<file path="config.mk">
export PLATFORM = sky130hd
export DESIGN_NAME = marquee_speed_scheduler
export DESIGN_NICKNAME = d
export VERILOG_FILES = /design/src/rtl/marquee_pkg.sv /design/src/rtl/btn_debounce.sv /design/src/rtl/marquee_speed_scheduler.sv
export SDC_FILE = /design/constraint.sdc
export NUM_CORES = 1
export LEC_CHECK = 0
export CORE_MARGIN = 10
export CORE_UTILIZATION = 45
export CTS_BUF_LIST = sky130_fd_sc_hd__clkbuf_16
export DETAILED_ROUTE_END_ITERATION = 7
export GPL_ROUTABILITY_DRIVEN = 0
export PLACE_DENSITY = 0.76
export RECOVER_POWER = 50
export SETUP_SLACK_MARGIN = 0.05
export SYNTH_ARGS = -nofsm -noshare
export SYNTH_HDL_FRONTEND = slang
export SYNTH_SLANG_ARGS = --single-unit
</file>
<file path="constraint.sdc">
create_clock -name clk -period 2.45 [get_ports clk]
set_input_delay 0.3675 -clock clk [delete_from_list [all_inputs] [get_ports clk]]
set_output_delay 0.3675 -clock clk [all_outputs]
set_load 0.005 [all_outputs]
</file>
<file path="src/rtl/marquee_pkg.sv">
// Shared types and constants for the marquee speed scheduler.
// Holds the sequencing states, the speed level type and the level ceiling.
package marquee_pkg;

    typedef enum logic [1:0] {
        IDLE  = 2'd0,
        RUN   = 2'd1,
        PAUSE = 2'd2
    } state_t;

    typedef logic [1:0] speed_level_t;

    localparam speed_level_t MAX_LEVEL = 2'd3;

    function automatic logic [3:0] level_onehot(input speed_level_t lvl);
        return 4'b0001 << lvl;
    endfunction

endpackage

</file>
<file path="src/rtl/btn_debounce.sv">
// Push-button conditioner: 2-flop synchroniser, stability counter and rising-edge press pulse.
// A new level is accepted only after the synchronised value holds for DEBOUNCE_CYCLES cycles.
module btn_debounce #(
    parameter int DEBOUNCE_CYCLES = 2000000
) (
    input  logic clk,
    input  logic rst_n,
    input  logic btn,
    output logic level,
    output logic press
);

    localparam int CW = (DEBOUNCE_CYCLES > 1) ? $clog2(DEBOUNCE_CYCLES) : 1;
    localparam logic [CW-1:0] CNT_MAX = CW'(DEBOUNCE_CYCLES - 1);

    logic          sync_a;
    logic          sync_b;
    logic          sync_d;
    logic [CW-1:0] cnt;

    // sync_d trails sync_b by one cycle so any change restarts the stability count
    always_ff @(posedge clk or negedge rst_n) begin
        if (!rst_n) begin
            sync_a <= 1'b0;
            sync_b <= 1'b0;
            sync_d <= 1'b0;
            cnt    <= '0;
            level  <= 1'b0;
            press  <= 1'b0;
        end else begin
            sync_a <= btn;
            sync_b <= sync_a;
            sync_d <= sync_b;
            press  <= 1'b0;
            if (sync_b != sync_d) begin
                cnt <= '0;
            end else if (cnt != CNT_MAX) begin
                cnt <= cnt + 1'b1;
            end else if (level != sync_d) begin
                level <= sync_d;
                press <= sync_d;
            end
        end
    end

endmodule

</file>
<file path="src/rtl/marquee_speed_scheduler.sv">
// Marquee sequencer: debounced buttons drive a RUN/PAUSE FSM, a 4-level speed setting
// and the step prescaler that advances the one-hot LED position.
//
//  state | meaning
//  IDLE  | after reset, LEDs dark, prescaler held at 0
//  RUN   | prescaler counting, step fires at terminal count, pos advances
//  PAUSE | prescaler and pos frozen, LED keeps showing pos
module marquee_speed_scheduler
    import marquee_pkg::*;
#(
    parameter int CLK_FREQ        = 125000000,
    parameter int DEBOUNCE_CYCLES = 2000000,
    parameter int NUM_LEDS        = 4,
    parameter int BASE_PERIOD     = 2 * CLK_FREQ
) (
    input  logic                        clk,
    input  logic                        rst_n,
    input  logic                        btn_up,
    input  logic                        btn_down,
    input  logic                        btn_run,
    output logic                        step,
    output logic [$clog2(NUM_LEDS)-1:0] pos,
    output logic [NUM_LEDS-1:0]         led,
    output logic [3:0]                  speed_led,
    output logic                        running
);

    localparam int CNT_W = $clog2(BASE_PERIOD);
    localparam int POS_W = $clog2(NUM_LEDS);
    localparam logic [POS_W-1:0]    POS_LAST = POS_W'(NUM_LEDS - 1);
    localparam logic [NUM_LEDS-1:0] LED_ONE  = {{(NUM_LEDS-1){1'b0}}, 1'b1};

    logic up_press, down_press, run_press;
    logic up_level, down_level, run_level;
    logic unused_levels;

    state_t           state, state_n;
    speed_level_t     level, level_n;
    logic [CNT_W-1:0] cnt, cnt_n, term;
    logic [POS_W-1:0] pos_n;
    logic             step_n;

    btn_debounce #(.DEBOUNCE_CYCLES(DEBOUNCE_CYCLES)) u_db_up (
        .clk   (clk),
        .rst_n (rst_n),
        .btn   (btn_up),
        .level (up_level),
        .press (up_press)
    );

    btn_debounce #(.DEBOUNCE_CYCLES(DEBOUNCE_CYCLES)) u_db_down (
        .clk   (clk),
        .rst_n (rst_n),
        .btn   (btn_down),
        .level (down_level),
        .press (down_press)
    );

    btn_debounce #(.DEBOUNCE_CYCLES(DEBOUNCE_CYCLES)) u_db_run (
        .clk   (clk),
        .rst_n (rst_n),
        .btn   (btn_run),
        .level (run_level),
        .press (run_press)
    );

    // Only the press pulses matter here; the held levels are kept for debug visibility.
    assign unused_levels = ^{up_level, down_level, run_level};

    // Step period halves per level; terminal count uses the level in force this cycle.
    assign term = CNT_W'((BASE_PERIOD >> level) - 1);

    always_comb begin
        state_n = state;
        level_n = level;
        cnt_n   = cnt;
        pos_n   = pos;
        step_n  = 1'b0;

        if (state == RUN) begin
            if (cnt == term) begin
                cnt_n  = '0;
                step_n = 1'b1;
                pos_n  = (pos == POS_LAST) ? '0 : pos + 1'b1;
            end else begin
                cnt_n = cnt + 1'b1;
            end
        end

        // A real level change restarts the period; saturated presses leave cnt alone.
        if (up_press && !down_press && level != MAX_LEVEL) begin
            level_n = level + 1'b1;
            cnt_n   = '0;
        end else if (down_press && !up_press && level != '0) begin
            level_n = level - 1'b1;
            cnt_n   = '0;
        end

        if (run_press) begin
            case (state)
                IDLE: begin
                    state_n = RUN;
                    cnt_n   = '0;
                    pos_n   = '0;
                end
                RUN:     state_n = PAUSE;
                PAUSE:   state_n = RUN;
                default: state_n = IDLE;
            endcase
        end
    end

    always_ff @(posedge clk or negedge rst_n) begin
        if (!rst_n) begin
            state <= IDLE;
            level <= '0;
            cnt   <= '0;
            pos   <= '0;
            step  <= 1'b0;
        end else begin
            state <= state_n;
            level <= level_n;
            cnt   <= cnt_n;
            pos   <= pos_n;
            step  <= step_n;
        end
    end

    // Display outputs are registered from the next-state values so they track state exactly.
    always_ff @(posedge clk or negedge rst_n) begin
        if (!rst_n) begin
            led       <= '0;
            speed_led <= 4'b0001;
            running   <= 1'b0;
        end else begin
            led       <= (state_n == IDLE) ? '0 : (LED_ONE << pos_n);
            speed_led <= level_onehot(level_n);
            running   <= (state_n == RUN);
        end
    end

endmodule

</file>
==> results by group <==
Routing
  • Via/cell ratio: between 5 and 6
  • Final wirelength: 14200 um
  • ANT nets after route: 0
  • Initial DRC Count: 389
  • Routed len/inst: 16.2 um
  • Drt drc: 0
  • DRT Pass-1 Iters: 5
  • Via count: around 5000

STA
  • Final Hold Vio Count: 0
  • Fmax: ~0.4 GHz
  • Hold Slack: 348 ps
  • Clock skew: slightly above 7 ps
  • Final setup viols: 20
  • Final Max Slew Viols: 0
  • Final Worst Setup Slack: -19.1 ps
  • Crit path time final: around 2500 ps
  • RSZ-0062 raised after global routing: true
  • Headroom to the max-slew limit: 25.4%
  • Tightest Pin Transition: 1120 ps
  • Final cycle utilization of the critical path: 101%

GRT
  • Vias in the first global route: 5091
  • Initial antenna violation count: 0
  • Largest net degree at the start of global routing: 47
  • Overall Global Routing Usage: between 10% and 20%
  • First-pass GRT wire length: 23800 um
  • GRT overflow: 0

Clocking
  • Longest Clk Path Bufs: 2
  • Htree depth: 4
  • Num Clock Sinks: 122
  • CTS tree: yes
  • Clock latency on the worst-skew pair: 420 ps
  • Total CTS buffers: 17
  • Root Buffer: clkbuf_16
  • Clk slew on worst S/H paths: around 60 ps

Final layout
  • Layout net count: 702
  • # diodes: 0
  • Fill cell count: approximately 1100
  • Finished Layout Cells: 874
  • Synth-to-layout area growth: 20.4%
  • Layout cells sized above 1: roughly an eighth

Setup path
  • Worst path bufs/invs: 3
  • Crit-path max FO: 6
  • Startpoint Class: flip-flop
  • Worst path max stage delay: 420 ps
  • Flop-to-flop setup slack: -20 ps
  • CP max stage cell: dfrtp_1
  • Critical Path RT: 2740 ps
  • Crit path capture type: flip-flop
  • Delay-heaviest family, CP: simple AND/OR/NAND/NOR gates
  • Arr. time, crit path: roughly 2800 ps
  • Worst setup path class: reg2reg
  • Critical-path cell list: inv_4 -> ha_4 -> or3b_4 -> a222oi_1 -> nand3_1 -> nor4_4 -> buf_6 -> clkbuf_16 -> nor3_2

Synth
  • EDFF count, synth: 0
  • Synth top area cells: dfrtp_1 48%, xor2_1 9.1%, nor2_1 4.4%, nor3_1 3.2%, ha_1 3.2%
  • Ys async rst share: 100%
  • Synth Register Bits: 122
  • Yosys top cell by area: dfrtp_1
  • Yosys cell types: 55
  • Yosys top cell area share: 47.7%
  • Synthesized area: 6350 um2
  • Avg Inst Size Synth: around 10 um2
  • Mapped Nets: 657
  • Yosys warns: 0
  • Synthesized instance count: 636
  • Main synth FF type: dfrtp_1
  • Seq/Total Area, Yosys: between 40% and 50%

Die
  • Die ar.: a little under 20000 um2
  • Core Region: 13800 um2
  • Starting Density: 45.9%
  • IO Pins: 17
  • Die X: 139 um
  • Row Count: 43
  • Die H: approximately 140 um

Pwr
  • Pwr/cell area: 625 nW/um2
  • VDD IR max: 413 uV
  • P_leak: 3.19 nW
  • Total chip power: 4.78 mW

Status
  • Failing checks: setup timing
  • Status: finished with violations

Placement
  • Pre-CTS setup slack: -40.2 ps
  • DP HPWL: 9150 um
  • Port Buf Inserts: 16
  • Inst Count DP: 828

Job
  • Max-cap check violation count: 0

Min path
  • Hold Path Class: reg2reg
per-stage QoR:
stage / utilization, % / cell area (um2) / TNS (ps)
final: 55.3 / 7640 / -227
after global routing: 55.3 / 7640 / -2270
after CTS: 53.6 / 7410 / 0
after detailed placement: 49.1 / 6790 / -483
after global placement: 49.1 / 6790 / 0
after floorplan: - / 6350 / 0
per-layer routing:
metal | GRT usage [%] | wire [um] | part of all wire, % | vias up
li1 | - | - | - | 2364
met1 | 17.0 | 6030 | 43 | 2460
met2 | 23.6 | 7110 | 50 | 146
met3 | 3.49 | 627 | 4.4 | 36
met4 | 8.40 | 399 | 2.8 | 0
met5 | 0 | 0 | 0 | -
timing repair:
item                                   in CTS  in global routing
pin swaps                                   1                 11
cloned                                      0                  3
hold buffers                                1                  0
resized for setup                           2                 29
setup endpoints to repair                  33                 34
buffers inserted                            1                  9
endpoints found under the hold margin      44                  0
cells by family (layout without fill, tap and decap cells):
family / after synthesis / in the layout / share of synthesized area [%]
and+or+nand+nor: 307 / 307 / 26.4
DFF: 122 / 122 / 48.1
muxes: 14 / 14 / 2.27
buffers and inverters: 32 / 90 / 2.17
AOI/OAI and AO/OA: 57 / 57 / 5.76
adders and majority gates: 16 / 16 / 3.15
xor gates and xnor gates: 88 / 88 / 12.1
registers in the layout, indices dropped and copies added, names as in the netlist, 2 cells and up:
register and cells:
cnt 28, speed_led 4, u_db_up.cnt 21, u_db_run.cnt 21
level 2, state 2, led 4, u_db_down.cnt 21
pos 2
power by group:
group | total (mW) | internal, mW | switching, mW
sequential | 2.09 | 2.05 | 0.0391
clock | 2.54 | 1.59 | 0.947
combinational | 0.151 | 0.0458 | 0.105
total | 4.78 | 3.69 | 1.09
cells in the mapped netlist (2+ instances only):
| cell | instances |
|---|---|
| or3_1 | 10 |
| o31ai_1 | 2 |
| nand4b_1 | 2 |
| and4_1 | 8 |
| nor2_1 | 74 |
| o21ai_0 | 23 |
| nand4_1 | 25 |
| mux2i_1 | 11 |
| a211oi_1 | 4 |
| mux2_2 | 3 |
| dfrtp_1 | 121 |
| nor4_1 | 14 |
| nand3_1 | 31 |
| nor4bb_1 | 4 |
| nand3b_1 | 9 |
| a21oi_1 | 8 |
| and3_1 | 9 |
| o2111ai_1 | 7 |
| and2_1 | 4 |
| clkbuf_1 | 15 |
| nor3b_1 | 2 |
| nor3_1 | 41 |
| xor2_1 | 66 |
| nor4_4 | 2 |
| o211ai_1 | 3 |
| inv_1 | 13 |
| or3b_1 | 3 |
| nand2_1 | 45 |
| ha_1 | 16 |
| or4_1 | 3 |
| nor2b_1 | 7 |
| nor4b_1 | 6 |
| buf_6 | 2 |
| xnor2_1 | 22 |
layout make-up:
type                       count  area (um2)  share of cell area [%]
sequential                   122        3060                    40.0
multi-input combinational    482        3270                    42.7
timing repair buffer          45         439                    5.75
inverter                      13        53.8                   0.704
clock buffer                  17         425                    5.57
tap                          180         225                    2.95
clock inverter                15         176                    2.31
path summary, 6_finish.rpt:
kind,start,end,depth (start not counted)
max,level[0]$_DFF_PN0_,cnt[11]$_DFF_PN0_,9
min,u_db_down.sync_a$_DFF_PN0_,u_db_down.sync_b$_DFF_PN0_,0
max reg2reg,level[0]$_DFF_PN0_,cnt[11]$_DFF_PN0_,9
min reg2reg,u_db_down.sync_a$_DFF_PN0_,u_db_down.sync_b$_DFF_PN0_,0
max in group asynchronous,rst_n,level[1]$_DFF_PN0_,3
min in group asynchronous,rst_n,u_db_run.cnt[19]$_DFFE_PN0N_,2
cells in the final DEF, fill, tap and decap left out, drive strengths merged, types with 4 or more instances in the layout:
cell,synthesis,layout
or3,10,10
nor4b,6,6
xor2,66,66
nor3,41,41
and2,4,4
mux2i,11,11
nor4,16,16
nand3b,9,9
nand4,26,26
inv,13,14
clkdlybuf4s50,0,12
nor2b,7,7
dfrtp,121,121
nor4bb,4,4
and3,9,9
clkbuf,16,21
clkinv,0,5
a211oi,4,4
o21ai,23,23
ha,16,16
buf,3,25
nand3,31,31
o2111ai,7,7
dlygate4sd3,0,4
a21oi,8,8
clkinvlp,0,6
nor2,74,74
and4,8,8
xnor2,22,22
nand2,45,45
or3b,4,4
Power figures use the tool's default switching activity.
